--- config.mk ---
export PLATFORM = sky130hd
export DESIGN_NAME = imem_loader
export DESIGN_NICKNAME = d
export VERILOG_FILES = /design/src/rtl/imem_loader.sv
export SDC_FILE = /design/constraint.sdc
export NUM_CORES = 1
export LEC_CHECK = 0
export ABC_AREA = 1
export ABC_CLOCK_PERIOD_IN_PS = 3000
export CAP_MARGIN = 25
export CORE_MARGIN = 2
export CORE_UTILIZATION = 37
export CTS_CLUSTER_DIAMETER = 200
export DETAILED_ROUTE_END_ITERATION = 12
export MAX_ROUTING_LAYER = met4
export PLACE_DENSITY = 0.56
export SYNTH_ARGS = -nofsm -noshare
export SYNTH_HDL_FRONTEND = slang
export SYNTH_SLANG_ARGS = --single-unit
export TNS_END_PERCENT = 1
--- constraint.sdc ---
create_clock -name clk -period 3 [get_ports clk]
set_input_delay 0.6 -clock clk [delete_from_list [all_inputs] [get_ports clk]]
set_output_delay 0.6 -clock clk [all_outputs]
set_load 0.01 [all_outputs]
--- src/rtl/imem_loader.sv ---
// -----------------------------------------------------------------------------
// imem_loader
//   Loads a program image into the core's instruction memory.
//
//   A byte stream arrives over a valid/ready handshake:
//     byte 0..1 : LEN, the word count, little-endian
//     then      : LEN*4 data bytes, least-significant byte of each word first
//   Each assembled 32-bit word is written to consecutive word addresses with
//   a one-cycle write strobe. The core is held in reset until the final
//   write has completed.
//
// Ports:
//   clk         system clock, rising-edge
//   rst         asynchronous active-low reset
//   s_valid     input byte valid
//   s_data      input byte
//   s_ready     loader can accept a byte this cycle
//   we          instruction-memory write strobe, one cycle per word
//   waddr       word address of the write (byte address = waddr*4)
//   wdata       word to write
//   done        image fully written, sticky until reset
//   err         declared length exceeds DEPTH, sticky until reset
//   core_rst_n  active-low reset to the core, released together with done
// -----------------------------------------------------------------------------
module imem_loader #(
  parameter int DEPTH  = 1024,
  parameter int ADDR_W = 10
) (
  input  logic              clk,
  input  logic              rst,
  input  logic              s_valid,
  input  logic [7:0]        s_data,
  output logic              s_ready,
  output logic              we,
  output logic [ADDR_W-1:0] waddr,
  output logic [31:0]       wdata,
  output logic              done,
  output logic              err,
  output logic              core_rst_n
);

  typedef enum logic [2:0] {
    S_LEN_LO,
    S_LEN_HI,
    S_DATA,
    S_FLUSH,
    S_DONE,
    S_ERR
  } state_t;

  state_t            r_state;
  logic [15:0]       r_len;
  logic [15:0]       r_word_cnt;
  logic [1:0]        r_byte_cnt;
  logic [23:0]       r_asm;        // lanes 0..2; lane 3 comes straight from s_data
  logic              r_we;
  logic [ADDR_W-1:0] r_waddr;
  logic [31:0]       r_wdata;
  logic              r_done;
  logic              r_err;
  logic              r_core_rst_n;

  logic              w_ready;
  logic              w_accept;
  logic [15:0]       w_len_full;

  // Readiness is a function of state only; FLUSH is only ready while words
  // remain, which never holds once the last word has been issued.
  always_comb begin
    w_ready = 1'b0;
    case (r_state)
      S_LEN_LO,
      S_LEN_HI,
      S_DATA:   w_ready = 1'b1;
      S_FLUSH:  w_ready = (r_word_cnt < r_len);
      default:  w_ready = 1'b0;
    endcase
  end

  // Gating with rst keeps s_ready low for the whole time reset is held.
  assign s_ready    = rst & w_ready;
  assign w_accept   = s_valid & s_ready;
  assign w_len_full = {s_data, r_len[7:0]};

  // NOTE: all state below uses non-blocking assignments so every register
  // samples the pre-edge values of its peers; blocking here would create
  // order-dependent simulation and a mismatch with the synthesized netlist.
  always_ff @(posedge clk or negedge rst) begin
    if (!rst) begin
      // NOTE: the datapath registers (r_asm, r_waddr, r_wdata) are reset too,
      // because the reset values of waddr/wdata are externally visible.
      r_state      <= S_LEN_LO;
      r_len        <= '0;
      r_word_cnt   <= '0;
      r_byte_cnt   <= '0;
      r_asm        <= '0;
      r_we         <= 1'b0;
      r_waddr      <= '0;
      r_wdata      <= '0;
      r_done       <= 1'b0;
      r_err        <= 1'b0;
      r_core_rst_n <= 1'b0;
    end else begin
      // NOTE: default-low each cycle makes the strobe a single-cycle pulse
      // without needing a separate clear path in every state.
      r_we <= 1'b0;

      case (r_state)
        S_LEN_LO: begin
          if (w_accept) begin
            r_len[7:0] <= s_data;
            r_state    <= S_LEN_HI;
          end
        end

        S_LEN_HI: begin
          if (w_accept) begin
            r_len[15:8] <= s_data;
            if (w_len_full == 16'd0) begin
              r_state <= S_DONE;
            end else if (w_len_full > 16'(DEPTH)) begin
              r_state <= S_ERR;
              r_err   <= 1'b1;
            end else begin
              r_state <= S_DATA;
            end
          end
        end

        S_DATA: begin
          if (w_accept) begin
            r_byte_cnt <= r_byte_cnt + 2'd1;   // wraps 3 -> 0
            case (r_byte_cnt)
              2'd0: r_asm[7:0]   <= s_data;
              2'd1: r_asm[15:8]  <= s_data;
              2'd2: r_asm[23:16] <= s_data;
              default: begin
                r_wdata    <= {s_data, r_asm};
                r_waddr    <= r_word_cnt[ADDR_W-1:0];
                r_we       <= 1'b1;
                r_word_cnt <= r_word_cnt + 16'd1;
                if (r_word_cnt == r_len - 16'd1) begin
                  r_state <= S_FLUSH;
                end
              end
            endcase
          end
        end

        // The last strobe is on the bus this cycle; leave one edge for the
        // memory to complete the write before declaring done.
        S_FLUSH: begin
          r_state <= S_DONE;
        end

        // done/core_rst_n are registered from the state so the core leaves
        // reset strictly after the final write cycle.
        S_DONE: begin
          r_done       <= 1'b1;
          r_core_rst_n <= 1'b1;
        end

        S_ERR: begin
          r_err <= 1'b1;
        end

        default: begin
          r_state <= S_LEN_LO;
        end
      endcase
    end
  end

  assign we         = r_we;
  assign waddr      = r_waddr;
  assign wdata      = r_wdata;
  assign done       = r_done;
  assign err        = r_err;
  assign core_rst_n = r_core_rst_n;

endmodule

* Word-level counts from Yosys, hierarchy flattened
Index checks and enable logic that the tools add are counted.
** Operators by class
- Add/subtract/negate cells :: 3
- $lt $le $gt $ge :: 2
- Eq/ne operators :: 15
- Muxes and demuxes :: 16
- Bitwise gates (word level) :: 4
- Reductions and logical operators :: 16
** Operators with widths (number)
- $mux 3 :: 7
- $add 16x1->16 const B :: 1
- $eq 16x16->1 :: 1
- $gt 16x11->1 const B :: 1
- $logic_not 16->1 :: 1
- $lt 16x16->1 :: 1
- $sub 16x1->16 const B :: 1
- $pmux 3 s5 :: 1
- $ne 2x2->1 const B :: 7
- $reduce_and 3->1 :: 4
- $eq 3x2->1 const B :: 2
- $eq 3x3->1 const B :: 2
- $mux 1 :: 6
- $reduce_and 2->1 :: 3
- $reduce_and 6->1 :: 1
- $reduce_or 3->1 :: 2
- $pmux 1 s2 :: 2
- $reduce_and 4->1 :: 1
- $eq 3x1->1 const B :: 1
- $logic_not 3->1 :: 1
- $add 2x1->2 const B :: 1
- $and 1x1->1 :: 2
- $eq 2x1->1 const B :: 1
- $eq 2x2->1 const B :: 1
- other kinds (4) :: 5
** Storage, ports and cells
- Register bits after elaboration :: 106
- Input bits :: 11
- Output and inout bits :: 47

* Longest topological paths before layout
- Depth after elaboration :: 7
- Depth in mapped cells :: 20
- Gate-level depth less buffers :: 18

* Least setup slack after synthesis
Ideal clock, no wire load.
- Kind :: register to register
- Start :: register r_len[6]
- End :: register r_word_cnt[8]
- Library setup time :: 0.117 ns
- Arrival time :: 2.038 ns
- Data required time :: 2.883 ns
- Setup slack :: 0.846 ns
- Cell stages (with the launch flop) :: 17
- Path through :: dfrtp_1 -> clkbuf_1 -> inv_1 -> ha_1 -> nand2_1 -> o21a_1 -> nand2_1 -> nand2_1 -> nand2_1 -> nand2_2 -> nand3_4 -> nor2_8 -> nand2_4 -> buf_2 -> buf_2 -> nand2_1 -> nand2_1
** On the way
- Longest elaborated chain between the ends :: 5
** RTL lines
- start, declared :: line 52 : logic [15:0] r_len;
- start signal, assigned :: line 111 : r_len[7:0] <= s_data;
- $lt 16x16->1 :: line 75 : S_FLUSH: w_ready = (r_word_cnt < r_len);
- $pmux 1 s2 :: line 71 : case (r_state)
- $and 1x1->1 :: line 81 : assign s_ready = rst & w_ready;
- $and 1x1->1 :: line 82 : assign w_accept = s_valid & s_ready;
- $reduce_and 3->1 (no line)
- end signal, assigned :: line 141 : r_word_cnt <= r_word_cnt + 16'd1;
- end, declared :: line 53 : logic [15:0] r_word_cnt;
No other way between the ends.
A chain may end at the register's enable or synchronous reset.

* Final worst setup path
- Start :: register r_len[6]
- End :: output port s_ready
** On the way
- Longest elaborated chain between the ends :: 3
** RTL lines
- $lt 16x16->1 :: line 75
- $pmux 1 s2 :: line 71
- $and 1x1->1 :: line 81
- end, declared :: line 33 : output logic s_ready,
No other way between the ends.

==> results <==
- The run finished with clean final reports.
- The type of origin of the critical path is a flop.
- The critical path starts at r_len[6].
- The count of fill cells added during filler insertion is 1466.
- The post-route cell area is 6480 um2.
- For this design, the slowest cell found on the critical path is sky130_fd_sc_hd__dfrtp_1.
- The post-route netlist has 5.81% of its cells at a drive strength greater than 1.
- The share of synthesized registers carrying an async set or reset is 100%.
- The logic depth of the worst register-to-register path is 13.
- In the finished design, the share of the clock period the worst path needs comes to 85.9%.
- The clock reaches the later pin of the worst-skew pair after 0.36 ns.
- The average instance area after synthesis is 7.92 um2.
- The top-level port count is 58.
- The internal power of the cells totals 2.21 mW.
- The tree is rooted in a sky130_fd_sc_hd__clkbuf_16.
- The number of distinct library cells after synthesis is 27.
- The number of levels the H-tree was split into is 3.
- The number of failing hold endpoints at the final stage is 0.
- Input and output buffers added on the ports amount to 57.
- The leftover overflow at the end of global routing is 0.
- Clock-pin slew was measured on the worst setup and hold paths at 0.07 ns.
- The switching power is 770 uW.
- The worst flop-to-flop path endpoint is r_word_cnt[2].
- Compared with the post-synthesis result, the final layout area differs by 20.6%.
- The wire length of the first global-routing pass is 21900 um.
- The post-synthesis register bit count is 106.
- The sequential share of power is 48.6%.
- The number of cell rows is 44.
- In the routed design, unresolved DRC markers number 0.
- TritonCTS built the clock tree.
- In this run the worst path has a maximum fanout of 6.
- Global routing consumed, over all layers together, 18.2% of the routing resources.
- The clock network is responsible for 41.5% of the overall power.
- The register-to-register setup slack is 0.47 ns.
- The total standard cell area after synthesis is 5370 um2.
- The number of antenna violations at the first check in global routing is 0.
- The reported leakage power is 3.31 nW.
- The cell area after placement is 6160 um2.
- The transition time of the tightest slew-check pin is 0.864 ns.
- Summed over all nets, the half-perimeter wirelength after detailed placement is 9290 um.
- For this design the ratio of total power to cell area is 460 nW/um2.
- The arrival time reported for the critical path endpoint is 1.98 ns.
- The first detailed-routing pass ran for 4 iterations.
- Setup repair after global routing left no endpoint under its margin.
- The final routed wirelength across all metal layers is 13300 um.
- The number of max-slew violations in the final report came to 0.
- The routed wirelength normalized by instance count is 14.4 um.
- The capture point of the worst path is s_ready.
- The number of global-route vias before repair came to 4280.
- The number of antenna repair diodes is 0.
- The total of max-cap violations is 0.
- In the post-synthesis netlist, the cell with the most instances is sky130_fd_sc_hd__nand2_1.
- Counting every net in the synthesized netlist gives 711.
- After the first detailed-routing iteration, the DRC count stood at 326.
- In this run, synthesis inferred 0 flip-flops with an integrated enable.
- Detailed routing inserted a total of 4324 vias.
- The share of synthesized area occupied by flip-flops and latches is 49.4%.
- By count the netlist is led by sky130_fd_sc_hd__nand2_1 (268), sky130_fd_sc_hd__dfrtp_1 (106), sky130_fd_sc_hd__o21ai_0 (65).
- The die is 124 um wide.
- The die boundary height is 124 um.
- The core outline area is 14400 um2.
- The count of nets after finishing is 769.
- The number of nets with antenna violations after routing is 0.
- The proportion of netlist area held by the largest area contributor is 49.4%.
- At the placement stage, the worst setup path has a slack of 0.359 ns.
- The critical path goes through inv_1 > ha_1 > nand2_1 > o21a_1 > nand2_1 > nand2_1 > nand2_1 > nand2_2 > nand2_1 > inv_1 > dlymetal6s2s_1.
- For the worst setup path, the data required time is 2.40 ns.
- The tightest slew margin relative to the limit is 42.4%.
- Entering global routing, the biggest net connects 80 pins.
- The maximum clock frequency is 0.388 GHz.
- By area the synthesized netlist is led by sky130_fd_sc_hd__dfrtp_1 (49%), sky130_fd_sc_hd__nand2_1 (19%), sky130_fd_sc_hd__o21ai_0 (6.1%).
- The via-per-instance ratio is 4.68.
- Setup total negative slack on the finished layout was measured at 0 ns.
- The leading register cell type out of synthesis is sky130_fd_sc_hd__dfrtp_1.
- The die covers 15500 um2.
- After technology mapping, the gate count stands at 678.
- The number of clock buffers added by TritonCTS is 9.
- For this run, the slowest stage of the critical path takes 0.48 ns.
- The count of clock tree sinks is 106.
- The worst register-to-register path begins at r_len[6].
- The relative contribution of combinational cells to total power is 10.0%.
- VDD sags by at most 0.319 mV.
- The worst setup margin is 0.424 ns.
- At the end of routability-driven placement, the weighted congestion stood at 0.880.
- The post-route minimum period is 2.58 ns.
- The effective utilization at floorplan is 37.4%.
- Net switching is 25.8% of the power.
- The worst setup path is captured at an output pin.
- The Yosys warning count is 0.
- The worst-case clock buffer depth is 2.
- The final clock skew is 0.0148 ns.
- Setup violations remaining at the end of the flow were counted as 0.
- The most area-hungry cell type in the Yosys netlist is sky130_fd_sc_hd__dfrtp_1.
- The path class of the lowest-slack min-delay path is input pin to async pin.
- The critical path is of the flop to output pin type.
- The design draws 2.98 mW.
- The cell repeated most along the worst path is sky130_fd_sc_hd__nand2_1.
-- worst min-delay path by stage --
stage,depth (start not counted),slack [ns],endpoint
finish,2,0.36,r_word_cnt[7]
floorplan,0,0.30,core_rst_n
detailed placement,2,0.46,wdata[10]
global route,2,0.40,r_word_cnt[0]
CTS,2,0.37,r_word_cnt[7]
global placement,2,0.45,err
-- critical path: cells and delay by family (launching register included) --
family	cells	cell delay, ns
AOI/OAI and AO/OA	1	0.18
buffers and inverters	3	0.28
and+or+nand+nor	6	0.42
adders and majority gates	1	0.28
DFF	1	0.48
-- metrics by stage --
step                hold WS, ns  utilization, %  instances
finish                    0.361            45.1        924
global route              0.405            45.1        924
CTS                       0.367            45.0        924
detailed placement        0.463            42.9        908
global placement          0.453            42.9        908
floorplan                 0.304               -        678
-- flip-flops by register name, summed over array words and instances, names as in the netlist --
signal,cells
waddr,10
r_state,3
r_word_cnt,16
r_len,16
wdata,32
r_asm,24
core_rst_n,1
err,1
we,1
r_byte_cnt,2
-- cell usage in the layout, fill, tap and decap left out, drive strengths merged --
| cell | Yosys | layout |
|---|---|---|
| a21o | 1 | 1 |
| a21oi | 8 | 8 |
| buf | 7 | 12 |
| bufinv | 0 | 1 |
| clkbuf | 14 | 11 |
| clkdlybuf4s50 | 0 | 55 |
| clkinv | 0 | 1 |
| dfrtp | 106 | 106 |
| dlymetal6s2s | 0 | 1 |
| ha | 22 | 22 |
| inv | 64 | 66 |
| nand2 | 273 | 273 |
| nand3 | 25 | 25 |
| nand3b | 3 | 3 |
| nand4 | 4 | 4 |
| nor2 | 43 | 43 |
| nor3 | 8 | 8 |
| nor4 | 1 | 1 |
| o21a | 1 | 1 |
| o21ai | 71 | 71 |
| xnor2 | 12 | 12 |
| xor2 | 15 | 15 |
-- cell families (layout without fill, tap and decap cells) --
kind of cell	Yosys count	in the layout	synth area share, %
simple gates	357	357	27.2
flops	106	106	49.4
buf+inv	85	147	6.29
compound gates	81	81	7.64
xor+xnor	27	27	4.40
fa+ha+maj	22	22	5.12
-- power by group through the flow --
stage / Combinational, mW / Sequential (mW) / Clock [mW]
final: 0.297 / 1.45 / 1.24
after floorplan: 0.190 / 1.47 / 0
after global placement: 0.295 / 1.48 / 0
after CTS: 0.302 / 1.45 / 1.26
after detailed placement: 0.297 / 1.48 / 0
after global routing: 0.348 / 1.45 / 1.32
-- routing by layer --
layer,vias to the layer above,GRT usage [%],share of wire (%)
met5,-,-,0
met4,0,3.90,1.3
met3,9,4.21,3.5
met2,70,29.2,48
met1,2018,23.7,48
li1,2227,-,-
-- layout make-up --
type | count | area, um2 | share of cell area [%]
well taps | 184 | 230 | 3.55
flip-flops and latches | 106 | 2660 | 41.1
multi-input cells | 487 | 2380 | 36.8
inverters | 64 | 240 | 3.71
repair buffers | 68 | 666 | 10.3
clock inverters | 4 | 58.8 | 0.908
clock buffers | 11 | 243 | 3.75
-- repair_timing --
action | in CTS | in global routing
endpoints found under the hold margin | 0 | 0
resized for setup | 0 | 8
endpoints found under the setup margin | 1 | 1
hold buffers | 0 | 0
buffers inserted | 1 | 0
Note: power is estimated with default switching activity, not from simulation.
